**src/rtl/proc_alu_pkg.sv**
```systemverilog
// Shared ALU package: shifter state encoding, width defaults
// and shift-direction constants.
package proc_alu_pkg;

    localparam int WIDTH_D = 32;
    localparam int SHW_D   = 5;

    localparam logic DIR_RIGHT = 1'b0;
    localparam logic DIR_LEFT  = 1'b1;

    typedef enum logic [1:0] {
        IDLE  = 2'd0,
        SHIFT = 2'd1,
        DONE  = 2'd2
    } state_t;

endpackage

```
**src/rtl/shift_step1.sv**
```systemverilog
// Combinational single-position shift step.
// Ports: din (operand), dir (0 right / 1 left), arith (sign-fill on right), dout.
module shift_step1
    import proc_alu_pkg::*;
#(
    parameter int WIDTH = WIDTH_D
) (
    input  logic [WIDTH-1:0] din,
    input  logic             dir,
    input  logic             arith,
    output logic [WIDTH-1:0] dout
);

    always_comb begin
        dout = '0;
        if (dir == DIR_LEFT) begin
            dout = {din[WIDTH-2:0], 1'b0};
        end else begin
            dout = {arith & din[WIDTH-1], din[WIDTH-1:1]};
        end
    end

endmodule

```
**src/rtl/seq_shift_unit.sv**
```systemverilog
// Sequential shifter: SLL/SRL/SRA at one bit per clock.
// Ports: clk, rst_n, start, A, shamt, dir, arith -> busy, done, result.
module seq_shift_unit
    import proc_alu_pkg::*;
#(
    parameter int WIDTH = WIDTH_D,
    parameter int SHW   = SHW_D
) (
    input  logic             clk,
    input  logic             rst_n,
    input  logic             start,
    input  logic [WIDTH-1:0] A,
    input  logic [SHW-1:0]   shamt,
    input  logic             dir,
    input  logic             arith,
    output logic             busy,
    output logic             done,
    output logic [WIDTH-1:0] result
);

    state_t           state_q;
    state_t           state_d;
    logic [SHW-1:0]   count_q;
    logic [WIDTH-1:0] work_q;
    logic [WIDTH-1:0] step_out;
    logic             dir_q;
    logic             arith_q;

    shift_step1 #(
        .WIDTH (WIDTH)
    ) u_step (
        .din   (work_q),
        .dir   (dir_q),
        .arith (arith_q),
        .dout  (step_out)
    );

    always_ff @(posedge clk or negedge rst_n) begin
        if (!rst_n) begin
            state_q <= IDLE;
        end else begin
            state_q <= state_d;
        end
    end

    always_comb begin
        state_d = state_q;
        busy    = 1'b0;
        done    = 1'b0;
        case (state_q)
            IDLE: begin
                if (start) state_d = SHIFT;
            end
            SHIFT: begin
                busy = 1'b1;
                if (count_q == '0) state_d = DONE;
            end
            DONE: begin
                busy    = 1'b1;
                done    = 1'b1;
                state_d = IDLE;
            end
            default: state_d = IDLE;
        endcase
    end

    // Operands are captured only on accept, so start pulses
    // while busy cannot disturb an operation in flight.
    always_ff @(posedge clk or negedge rst_n) begin
        if (!rst_n) begin
            count_q <= '0;
            work_q  <= '0;
            dir_q   <= DIR_RIGHT;
            arith_q <= 1'b0;
        end else begin
            case (state_q)
                IDLE: begin
                    if (start) begin
                        work_q  <= A;
                        count_q <= shamt;
                        dir_q   <= dir;
                        arith_q <= arith;
                    end
                end
                SHIFT: begin
                    if (count_q != '0) begin
                        work_q  <= step_out;
                        count_q <= count_q - SHW'(1);
                    end
                end
                default: ;
            endcase
        end
    end

    assign result = work_q;

endmodule

```
**config.mk**
```make
export PLATFORM = sky130hd
export DESIGN_NAME = seq_shift_unit
export DESIGN_NICKNAME = d
export VERILOG_FILES = /design/src/rtl/proc_alu_pkg.sv /design/src/rtl/shift_step1.sv /design/src/rtl/seq_shift_unit.sv
export SDC_FILE = /design/constraint.sdc
export NUM_CORES = 1
export LEC_CHECK = 0
export ABC_AREA = 0
export BUFFER_PORTS_ARGS = -buffer_cell sky130_fd_sc_hd__buf_2
export CELL_PAD_IN_SITES_DETAIL_PLACEMENT = 0
export CELL_PAD_IN_SITES_GLOBAL_PLACEMENT = 1
export CORE_MARGIN = 2
export CORE_UTILIZATION = 34
export CTS_CLUSTER_DIAMETER = 120
export DETAILED_ROUTE_END_ITERATION = 7
export PLACE_DENSITY = 0.82
export SLEW_MARGIN = 25
export SYNTH_ARGS = -nofsm -noshare
export SYNTH_HDL_FRONTEND = slang
export SYNTH_SLANG_ARGS = --single-unit
```
**constraint.sdc**
```tcl
create_clock -name clk -period 1.88 [get_ports clk]
set_clock_uncertainty 0.1 [all_clocks]
set_input_delay 0.282 -clock clk [delete_from_list [all_inputs] [get_ports clk]]
set_output_delay 0.282 -clock clk [all_outputs]
set_load 0.005 [all_outputs]
```
# Yosys cells after proc, flatten, opt, wreduce, memory -nomap -nowiden
# Index checks and enable logic that the tools add are counted.
# Widths: inputs -> output; s select.
# totals
regBits	41
input_bits	42
# op_classes
bitwise	1
n_mux	12
n_reduce_logical	8
addsub	1
n_eq_ne	5
# op_table
op	count
$mux 32	3
$pmux 32 s2	1
$mux 5	2
$pmux 5 s2	1
$ne 2x2->1 const B	3
$logic_not 5->1	1
$reduce_bool 5->1	1
$sub 5x1->5 const B	1
$mux 2	2
$pmux 2 s2	1
$reduce_and 2->1	2
$reduce_and 3->1	1
$eq 2x1->1 const B	1
$eq 2x2->1 const B	1
$logic_not 2->1	1
$mux 1	2
$reduce_bool 2->1	1
$reduce_or 2->1	1
$and 1x1->1	1

# Longest topological paths before layout
# Gate-level depths: netlist of run 1.
# logic_depth
depth_word	4
ltp_mapped	8
ltp_nobuf	6

# By module
# From an unflattened synthesis of run 1, not the netlist that was laid out.
# unflattened
hier_cells	233
hier_area_um2	2539.9
# modules_own_cells
module	area_per_inst_um2	instances	cells_per_inst	seq_area_each_um2
seq_shift_unit	2015.7	1	195	1026.0
shift_step1	524.3	1	38	0.0

# Least setup slack after synthesis of run 1
# No wires, ideal clock.
# synth_path
path_kind	flip-flop to flip-flop
start	reg state_q[0]
end	reg work_q[10] (netlist: result[10])
period_less_slack_ns	1.786
n_path_buf	2
required_time_ns	1.658
slack_ns	0.094
setup_time_ns	0.122
stages_incl_launch_ff	8
arrival_ns	1.565
path_cell_list	dfrtp_1 -> inv_1 -> ha_1 -> mux2i_1 -> a21o_1 -> buf_4 -> buf_4 -> o21ai_1
# synth_between
elab_chain_cells	3
# synth_lines
item	line_no	rtl
from (decl)	seq_shift_unit.sv:21	state_t state_q;
from (signal assigned)	seq_shift_unit.sv:42	state_q <= state_d;
$eq 2x1->1 / $logic_not 2->1 (equally long branches)	seq_shift_unit.sv:76	case (state_q)
$ne 2x2->1 (no source line) / $reduce_bool 2->1 (equally long branches)	-	
$reduce_and 3->1 (no source line)	-	
to (signal assigned)	seq_shift_unit.sv:87	work_q <= step_out;
to (decl)	seq_shift_unit.sv:24	logic [WIDTH-1:0] work_q;
# Several ways; a longest one is shown, not always the timed one.
# A chain may end at the register's enable or synchronous reset.

# Worst setup path after layout of run 1
# layout_path
start	reg count_q[0]
end	reg state_q[1]
# layout_between
elab_chain_cells	3
# layout_lines
item	line_no	rtl
from (decl)	seq_shift_unit.sv:23	logic [SHW-1:0] count_q;
from (signal assigned)	seq_shift_unit.sv:80	count_q <= shamt;
from (signal assigned)	seq_shift_unit.sv:88	count_q <= count_q - SHW'(1);
$logic_not 5->1	seq_shift_unit.sv:56	if (count_q == '0) state_d = DONE;
$ne 2x2->1 (no source line)	-	
$reduce_and 2->1 (no source line)	-	
# No other way between the ends.

==> results of run 1 <==
logic make-up (layout without fill, tap and decap cells):
logic type / after synthesis / in the layout
compound gates: 84 / 84
fa+ha+maj: 6 / 6
buf+inv: 24 / 98
flops: 41 / 41
mux: 33 / 33
simple gates: 83 / 83
flip-flops by register name, indices dropped and copies added, names as in the netlist:
| name | count |
|---|---|
| count_q | 5 |
| result | 32 |
| dir_q | 1 |
| state_q | 2 |
| arith_q | 1 |
repair_timing:
item	in CTS	in global routing
hold buffers	1	0
setup buffers	0	1
resized for setup	0	9
hold endpoints to repair	9	0
setup endpoints to repair	0	36
cells in the final DEF, fill, tap and decap left out, types with 2 or more instances in the layout:
master and instances:
sky130_fd_sc_hd__ha_2 3, sky130_fd_sc_hd__nand2_1 68, sky130_fd_sc_hd__a31oi_1 2, sky130_fd_sc_hd__buf_4 5, sky130_fd_sc_hd__mux2i_1 30, sky130_fd_sc_hd__inv_1 5, sky130_fd_sc_hd__nor2_1 5, sky130_fd_sc_hd__o21ai_0 33
sky130_fd_sc_hd__buf_12 3, sky130_fd_sc_hd__a21oi_1 3, sky130_fd_sc_hd__o21ai_1 36, sky130_fd_sc_hd__dfrtp_1 40, sky130_fd_sc_hd__clkbuf_8 5, sky130_fd_sc_hd__ha_1 3, sky130_fd_sc_hd__buf_2 75
through the flow:
stage               power (mW)  cell area, sq um  setup slack, ns
finish                    5.64              3060           0.0936
global route              6.18              3060          -0.0234
CTS                       5.50              2980           0.0797
detailed placement        4.79              2870            0.110
global placement          4.71              2870            0.150
floorplan                 3.87              2380           0.0935
worst max-delay path by stage:
stage	startpoint	endpoint	depth (start not counted)
floorplan	state_q[0]	result[10]	7
global placement	count_q[0]	result[26]	6
detailed placement	count_q[0]	result[20]	6
CTS	count_q[0]	result[20]	7
global route	state_q[0]	count_q[2]	7
finish	count_q[0]	state_q[1]	6
power breakdown:
| group | switching (mW) | internal (mW) | leakage, nW |
|---|---|---|---|
| Sequential | 0.524 | 1.34 | 0.493 |
| Combinational | 1.59 | 1.48 | 0.918 |
| Clock | 0.312 | 0.386 | 0.0540 |
cell type report:
cell class / instances / area, sq um
Tap cell: 96 / 120
Fill cell: 679 / 3730
Clock buffer: 5 / 68.8
Timing Repair Buffer: 86 / 523
Sequential cell: 41 / 1030
Clock inverter: 2 / 35.0
Multi-Input combinational cell: 206 / 1270
Inverter: 5 / 18.8
layer usage:
metal	track usage, %	vias to the layer above
met2	23.6	55
met1	22.2	961
met3	3.58	6
met4	4.48	0
met5	0	-
li1	-	1081
worst register-to-register path: stages, from the launching register on:
cell and delay [ns]:
sky130_fd_sc_hd__dfrtp_1 0.41, sky130_fd_sc_hd__inv_1 0.11, sky130_fd_sc_hd__ha_2 0.22, sky130_fd_sc_hd__or4b_4 0.52
sky130_fd_sc_hd__a21oi_4 0.20, sky130_fd_sc_hd__nand2_1 0.07, sky130_fd_sc_hd__o21ai_1 0.08
==> impl_summary.log, run 1 <==
INFO  metric worst-endpoint-required = 1.99 ns
INFO  metric p_per_area = 1840 nW/um^2
INFO  metric n_antenna_cell = 0
INFO  metric fp.dieH = 87.6 um
INFO  metric wire_length_on_met3 = 262 um
INFO  metric timing.critical_path.cells = inv_1, ha_2, or4b_4, a21oi_4, nand2_1, o21ai_1
INFO  metric synthesis.area_per_instance = 8.78 sq um
INFO  metric avgViaCountPerCell = 4.77
INFO  metric drv_slew = 0
INFO  metric hold_violations = 0
INFO  metric largest_net_degree_at_the_start_of_global_routing = 48
INFO  metric std_cell_rows = 30
INFO  metric synth_top_family_by_area = compound AO/OA/AOI/OAI gates
INFO  metric whs_path_depth = 2
INFO  metric drt_pre_antenna_iters = 6
INFO  metric cell_with_the_largest_stage_delay_on_the_worst_path = sky130_fd_sc_hd__or4b_4
INFO  metric synth-edff-count = 0
INFO  metric worstRegToRegCells = 6
INFO  metric critical_path_at = 1.90 ns
INFO  metric fin_setup_tns = 0 ns
INFO  metric hold_end = arith_q
INFO  metric static-leakage-power = 1.46 nW
INFO  metric critical-path-max-stage-delay = 0.52 ns
INFO  metric finalCriticalPeriod = 1.79 ns
INFO  metric synthTopCellsByCount = sky130_fd_sc_hd__nand2_1, sky130_fd_sc_hd__dfrtp_1, sky130_fd_sc_hd__o21ai_1
INFO  metric post_layout_nonfiller_instances = 441
INFO  metric place.gp.congestion = 0.859
INFO  metric dieWidth = 87.6 um
INFO  metric core-area = 6790 sq um
INFO  metric setup_violations = 0
INFO  metric layout.nets = 393
INFO  metric post_detail_place_hpwl = 4170 um
INFO  metric met2WireLength = 2640 um
INFO  metric timing.hold.ws = 0.132 ns
INFO  metric grt_setup_unrepaired = true
INFO  metric max_freq = 0.560 GHz
INFO  metric max-cap-violations = 0
INFO  metric path_clk_slew = 0.08 ns
INFO  metric worst_setup_path_class = reg -> reg
INFO  metric async_reset_ff_share = 100%
INFO  metric drc_errors = 0
INFO  metric global_route.overflow_total = 0
INFO  metric worstPathBufferInverterCount = 1
INFO  metric synth_simple_gate_area_share = 15.2%
INFO  metric antenna_left = 0
INFO  metric post_route_cells_drive_above_1_share = 30.7%
INFO  metric route.detailed.wl_per_inst = 13.5 um
INFO  metric post-synth-top-count-cell = sky130_fd_sc_hd__nand2_1
INFO  metric relSlewSlack = 79.7%
INFO  metric maxUsedRoutingLayer = met4
INFO  metric yosys.area_share.adder = 3.16%
INFO  metric hold_class = in -> reg
INFO  metric r2r-end = state_q[1]
INFO  metric synthDominantCellAreaShare = 43.1%
INFO  metric worstSetupEndpointType = flop
INFO  metric ys_ff_latch = 41
INFO  metric wire_length_of_the_first_global_routing_pass = 9410 um
INFO  metric startpoint_type = flop
INFO  metric cts_tree = yes
INFO  metric critical_path.max_fanout = 5
INFO  metric num_vias = 2,103
INFO  metric antenna_found_initial = 0
INFO  metric synthesized_net_count = 319
INFO  metric actual_slew_at_the_worst_max_slew_pin = 0.304 ns
INFO  metric m1WireLength = 2970 um
INFO  metric synth_top_area_cell = sky130_fd_sc_hd__dfrtp_1
INFO  metric synth_mux_area_share = 14.0%
INFO  metric synth_compound_gate_area_share = 19.0%
INFO  metric clkLatencyLatePin = 0.29 ns
INFO  metric cts_max_path_buffers = 2
INFO  metric synthesis.area = 2380 sq um
INFO  metric final_core_util = 45.0%
INFO  metric postSynth.topFlopCell = sky130_fd_sc_hd__dfrtp_1
INFO  metric grt_usage = 15.5%
INFO  metric layout-area-overhead-vs-synth = 28.6%
INFO  metric status = finished, final reports clean
INFO  metric crit-reg2reg-launch = count_q[0]
INFO  metric synth_cell_types = 32
INFO  metric fin_crit_sh = 95.0%
INFO  metric cts_h_tree_depth = 2
INFO  metric synth_top_cells_by_area = sky130_fd_sc_hd__dfrtp_1, sky130_fd_sc_hd__mux2i_1, sky130_fd_sc_hd__nand2_1
INFO  metric synth.yosys.seq_area_share = 43.1%
INFO  metric ff2ff_setup_slack = 0.09 ns
INFO  metric initialDrtViolationCount = 94
INFO  metric yosys_warnings = 0
INFO  metric number_of_global_route_vias_before_repair = 1,920
INFO  metric ioPinCount = 76
INFO  metric start_util = 35.0%
INFO  metric design.die.area = 7680 sq um
INFO  metric clkSinkCount = 41
INFO  metric peakVddDrop = 0.000764 V
INFO  metric port_buffers = 75
INFO  metric cts-buffers-inserted = 5
INFO  metric clockRootBuffer = sky130_fd_sc_hd__clkbuf_8
INFO  metric routed_wirelength = 5940 um
INFO  metric min_from = arith
INFO  metric synthXorXnorAreaFrac = 0%
INFO  metric cp_top_family = simple AND/OR/NAND/NOR gates
INFO  metric syn_inst = 271
INFO  metric place_inst = 431
Power figures use the tool's default switching activity.
==> run 2: changes to the inputs <==
--- a/config.mk
+++ b/config.mk
@@ -5,15 +5,15 @@
 export SDC_FILE = /design/constraint.sdc
 export NUM_CORES = 1
 export LEC_CHECK = 0
-export ABC_AREA = 0
+export ABC_AREA = 1
 export BUFFER_PORTS_ARGS = -buffer_cell sky130_fd_sc_hd__buf_2
 export CELL_PAD_IN_SITES_DETAIL_PLACEMENT = 0
 export CELL_PAD_IN_SITES_GLOBAL_PLACEMENT = 1
 export CORE_MARGIN = 2
-export CORE_UTILIZATION = 34
+export CORE_UTILIZATION = 33
 export CTS_CLUSTER_DIAMETER = 120
 export DETAILED_ROUTE_END_ITERATION = 7
-export PLACE_DENSITY = 0.82
+export PLACE_DENSITY = 0.81
 export SLEW_MARGIN = 25
 export SYNTH_ARGS = -nofsm -noshare
 export SYNTH_HDL_FRONTEND = slang
==> run 2 against run 1 <==
  * Worst hold slack got worse by 0.018 ns
  * Synthesized cell count rose by 19%
  * Cell count rose by 11%
  * Sequential share of layout area up 0.12 points
  * First-iteration DRC count up 3.2%
  * Design area is 0.49% lower
  * Sequential cell count stayed put
  * Die area up 7.9%
  * Area after synthesis is 5.0% higher
  * Sequential power fell by 3%
  * Register-to-register slack improved by 0.07 ns
  * Global-route usage is 0.17 points higher
  * Critical endpoint is now result[20]
  * Largest cell class unchanged
==> impl_summary.log, run 2 <==
INFO  metric cts_max_path_buffers = 2 (unchanged)
INFO  metric post-synth-top-count-cell = sky130_fd_sc_hd__nand2_1 (unchanged)
INFO  metric layout-area-overhead-vs-synth = 21.8% (was 28.6%)
INFO  metric port_buffers = 75 (unchanged)
INFO  metric cp_num_cells = 8 (was 6)
INFO  metric max_freq = 0.582 GHz (was 0.560 GHz)
INFO  metric finalCriticalPeriod = 1.72 ns (was 1.79 ns)
INFO  metric fin_crit_sh = 91.4% (was 95.0%)
INFO  metric post_detail_place_hpwl = 4440 um (was 4170 um)
INFO  metric start_util = 34.3% (was 35.0%)
INFO  metric synthDominantCellAreaShare = 41.1% (was 43.1%)
INFO  metric synthesis.area_per_instance = 7.74 sq um (was 8.78 sq um)
INFO  metric drc_errors = 0 (unchanged)
INFO  metric p_per_area = 1960 nW/um^2 (was 1840 nW/um^2)
INFO  metric cell_with_the_largest_stage_delay_on_the_worst_path = sky130_fd_sc_hd__dfrtp_1 (was sky130_fd_sc_hd__or4b_4)
INFO  metric syn_inst = 323 (was 271)
INFO  metric largest_register_ff_count = 32 (unchanged)
INFO  metric ys_ff_latch = 41 (unchanged)
INFO  metric synthesis.area = 2500 sq um (was 2380 sq um)
INFO  metric power_switching_share = 47.1% (was 43.0%)
INFO  metric async_reset_ff_share = 100% (unchanged)
INFO  metric synth_top_area_cell = sky130_fd_sc_hd__dfrtp_1 (unchanged)
INFO  metric drt_pre_antenna_iters = 4 (was 6)
INFO  metric synth_cell_types = 24 (was 32)
INFO  metric peakVddDrop = 0.000903 V (was 0.000764 V)
INFO  metric actual_slew_at_the_worst_max_slew_pin = 0.579 ns (was 0.304 ns)
INFO  metric largest_net_degree_at_the_start_of_global_routing = 45 (was 48)
INFO  metric fin_setup_tns = 0 ns (unchanged)
INFO  metric postSynth.topFlopCell = sky130_fd_sc_hd__dfrtp_1 (unchanged)
INFO  metric path_clk_slew = 0.09 ns (was 0.08 ns)
INFO  metric synthTopCellsByCount = sky130_fd_sc_hd__nand2_1, sky130_fd_sc_hd__dfrtp_1, sky130_fd_sc_hd__nand3_1, sky130_fd_sc_hd__o21ai_0, sky130_fd_sc_hd__o21ai_2 (was sky130_fd_sc_hd__nand2_1, sky130_fd_sc_hd__dfrtp_1, sky130_fd_sc_hd__o21ai_1)
INFO  metric min_from = arith (unchanged)
INFO  metric status = finished, final reports clean (unchanged)
INFO  metric crit_start = state_q[1] (was count_q[0])
INFO  metric design.die.area = 8280 sq um (was 7680 sq um)
INFO  metric num_vias = 2,344 (was 2,103)
INFO  metric place.gp.congestion = 0.836 (was 0.859)
INFO  metric fp.dieH = 91.0 um (was 87.6 um)
INFO  metric initialDrtViolationCount = 97 (was 94)
INFO  metric cts_tree = yes (unchanged)
INFO  metric grt_usage = 15.7% (was 15.5%)
INFO  metric hold_violations = 0 (unchanged)
INFO  metric yosys_warnings = 0 (unchanged)
INFO  metric synthesized_net_count = 371 (was 319)
INFO  metric cp_top_family = buffers and inverters (was simple AND/OR/NAND/NOR gates)
INFO  metric clockRootBuffer = sky130_fd_sc_hd__clkbuf_8 (unchanged)
INFO  metric critical_path.max_fanout = 35 (was 5)
INFO  metric layout.nets = 439 (was 393)
INFO  metric cts_h_tree_depth = 2 (unchanged)
INFO  metric synth-edff-count = 0 (unchanged)
INFO  metric post-cts-setup-buffer-count = 0 (unchanged)
INFO  metric worst_setup_path_class = reg -> reg (unchanged)
INFO  metric n_antenna_cell = 0 (unchanged)
INFO  metric multiInputGateArea = 1260 sq um (was 1270 sq um)
INFO  metric dieWidth = 91.0 um (was 87.6 um)
INFO  metric timing.critical_path.cells = inv_1, ha_2, inv_2, nand2_2, nand3_4, buf_12, nand2_1, o21ai_2 (was inv_1, ha_2, or4b_4, a21oi_4, nand2_1, o21ai_1)
INFO  metric post_route_cells_drive_above_1_share = 31.9% (was 30.7%)
INFO  metric n_fill_cell = 792 (was 679)
INFO  metric relSlewSlack = 61.4% (was 79.7%)
INFO  metric final_core_util = 41.7% (was 45.0%)
INFO  metric p_comb_share = 57.2% (was 54.5%)
INFO  metric critical-path-max-stage-delay = 0.41 ns (was 0.52 ns)
INFO  metric wire_length_of_the_first_global_routing_pass = 10,600 um (was 9410 um)
INFO  metric crit-reg2reg-launch = state_q[1] (was count_q[0])
INFO  metric layout_commonest_cell = sky130_fd_sc_hd__nand2_1 (was sky130_fd_sc_hd__buf_2)
INFO  metric core-area = 7290 sq um (was 6790 sq um)
INFO  metric grt_setup_unrepaired = false (was true)
INFO  metric antenna_found_initial = 0 (unchanged)
INFO  metric number_of_global_route_vias_before_repair = 2,181 (was 1,920)
INFO  metric synth.yosys.seq_area_share = 41.1% (was 43.1%)
INFO  metric setup_violations = 0 (unchanged)
INFO  metric worst-endpoint-required = 1.97 ns (was 1.99 ns)
INFO  metric whs_path_depth = 2 (unchanged)
INFO  metric clkLatencyLatePin = 0.30 ns (was 0.29 ns)
INFO  metric route.detailed.wl_per_inst = 12.7 um (was 13.5 um)
INFO  metric startpoint_type = flop (unchanged)
INFO  metric synth_top_cells_by_area = sky130_fd_sc_hd__dfrtp_1, sky130_fd_sc_hd__nand2_1, sky130_fd_sc_hd__o21ai_2 (was sky130_fd_sc_hd__dfrtp_1, sky130_fd_sc_hd__mux2i_1, sky130_fd_sc_hd__nand2_1)
INFO  metric std_cell_rows = 31 (was 30)
INFO  metric ff_latch_area = 1030 sq um (about the same)
INFO  metric ff2ff_setup_slack = 0.16 ns (was 0.09 ns)
INFO  metric hold_class = in -> reg (unchanged)
INFO  metric antenna_left = 0 (unchanged)
INFO  metric power_report.internal_total = 3.16 mW (was 3.21 mW)
INFO  metric pwr-share-seq = 30.5% (was 33.1%)
INFO  metric power_switching = 2.82 mW (was 2.43 mW)
INFO  metric worstPathBufferInverterCount = 3 (was 1)
INFO  metric ioPinCount = 76 (unchanged)
INFO  metric routed_wirelength = 6230 um (was 5940 um)
INFO  metric final_cell_mix = sky130_fd_sc_hd__nand2_1, sky130_fd_sc_hd__buf_2, sky130_fd_sc_hd__dfrtp_1 (was sky130_fd_sc_hd__buf_2, sky130_fd_sc_hd__nand2_1, sky130_fd_sc_hd__dfrtp_1)
INFO  metric worstRegToRegCells = 8 (was 6)
INFO  metric clkSinkCount = 41 (unchanged)
INFO  metric total_power = 5.97 mW (was 5.64 mW)
INFO  metric drv_slew = 0 (unchanged)
INFO  metric avgViaCountPerCell = 4.77 (about the same)
INFO  metric max-cap-violations = 0 (unchanged)
INFO  metric p_clk_share = 12.3% (was 12.4%)
INFO  metric cts-buffers-inserted = 5 (unchanged)
INFO  metric worstSetupEndpointType = flop (unchanged)
INFO  metric static-leakage-power = 1.48 nW (was 1.46 nW)
INFO  metric critical_path_at = 1.81 ns (was 1.90 ns)
INFO  metric global_route.overflow_total = 0 (unchanged)
==> run 2: cell count changes after synthesis, sizes merged, moves of 5 or more <==
cell and change:
nand3 +35, nand2 +61, clkbuf -5, mux2i -31, inv +6, buf +8
==> run 2: power by group through the flow <==
stage / combinational (mW) / sequential (mW) / clock (mW)
2_1_floorplan: 2.73 / 1.76 / 0
5_1_grt: 3.94 / 1.90 / 0.797
6_report: 3.42 / 1.82 / 0.732
4_1_cts: 3.46 / 1.83 / 0.756
3_5_place_dp: 3.45 / 1.84 / 0
3_3_place_gp: 3.38 / 1.84 / 0
==> run 2: metal layers <==
metal | up-vias | GRT usage, % | part of all wire, %
met1 | 1086 | 23.0 | 49
met3 | 8 | 3.49 | 5.3
met5 | - | 0 | 0
met4 | 0 | 3.79 | 0.98
li1 | 1194 | - | -
met2 | 56 | 23.6 | 45
==> run 2: area by class of cell <==
type,instances,share of cell area [%]
Multi-Input combinational cell,249,41.3
Sequential cell,41,33.7
Timing Repair Buffer,83,15.7
Tap cell,99,4.07
Clock buffer,5,2.26
Clock inverter,3,1.52
Inverter,11,1.36
==> run 2: cells by family (layout without fill, tap and decap cells) <==
kind of cell             Yosys count  in the layout  synth area share [%]
multiplexers                       1              1                 0.451
XOR/XNOR                           1              1                 0.351
adder cells (fa/ha/maj)            6              6                  3.00
AND/OR/NAND/NOR                  170            170                  28.3
AO/OA/AOI/OAI                     71             71                  18.1
flip-flops                        41             41                  41.1
buffers and inverters             33            102                  8.66
==> run 2: per-stage QoR <==
step,setup WS (ns),cells,hold slack (ns),cell area (sq um)
2_1_floorplan,0.356,323,-0.114,2500
3_3_place_gp,0.213,482,0.169,2920
3_5_place_dp,0.162,482,0.172,2920
4_1_cts,0.150,491,0.112,3040
5_1_grt,0.00173,491,0.117,3040
6_report,0.162,491,0.114,3040
==> run 2: worst register-to-register path: cells and delay by family, from the launching register on <==
kind | cells | cell delay (ns)
AOI/OAI and AO/OA | 1 | 0.05
adders and majority gates | 1 | 0.23
and+or+nand+nor | 3 | 0.37
buffers and inverters | 3 | 0.44
DFF | 1 | 0.41
==> run 2: final timing paths <==
path / endpoint
max in group asynchronous: result[4]
min in group asynchronous: result[14]
worst max register to register: result[20]
worst max-delay path: result[20]
worst min-delay path: arith_q
worst min register to register: count_q[4]
==> run 2: repair_timing <==
action / in CTS / in global routing
endpoints found under the setup margin: 0 / 3
hold buffers: 1 / 0
endpoints found under the hold margin: 18 / 0
resized for setup: 0 / 1
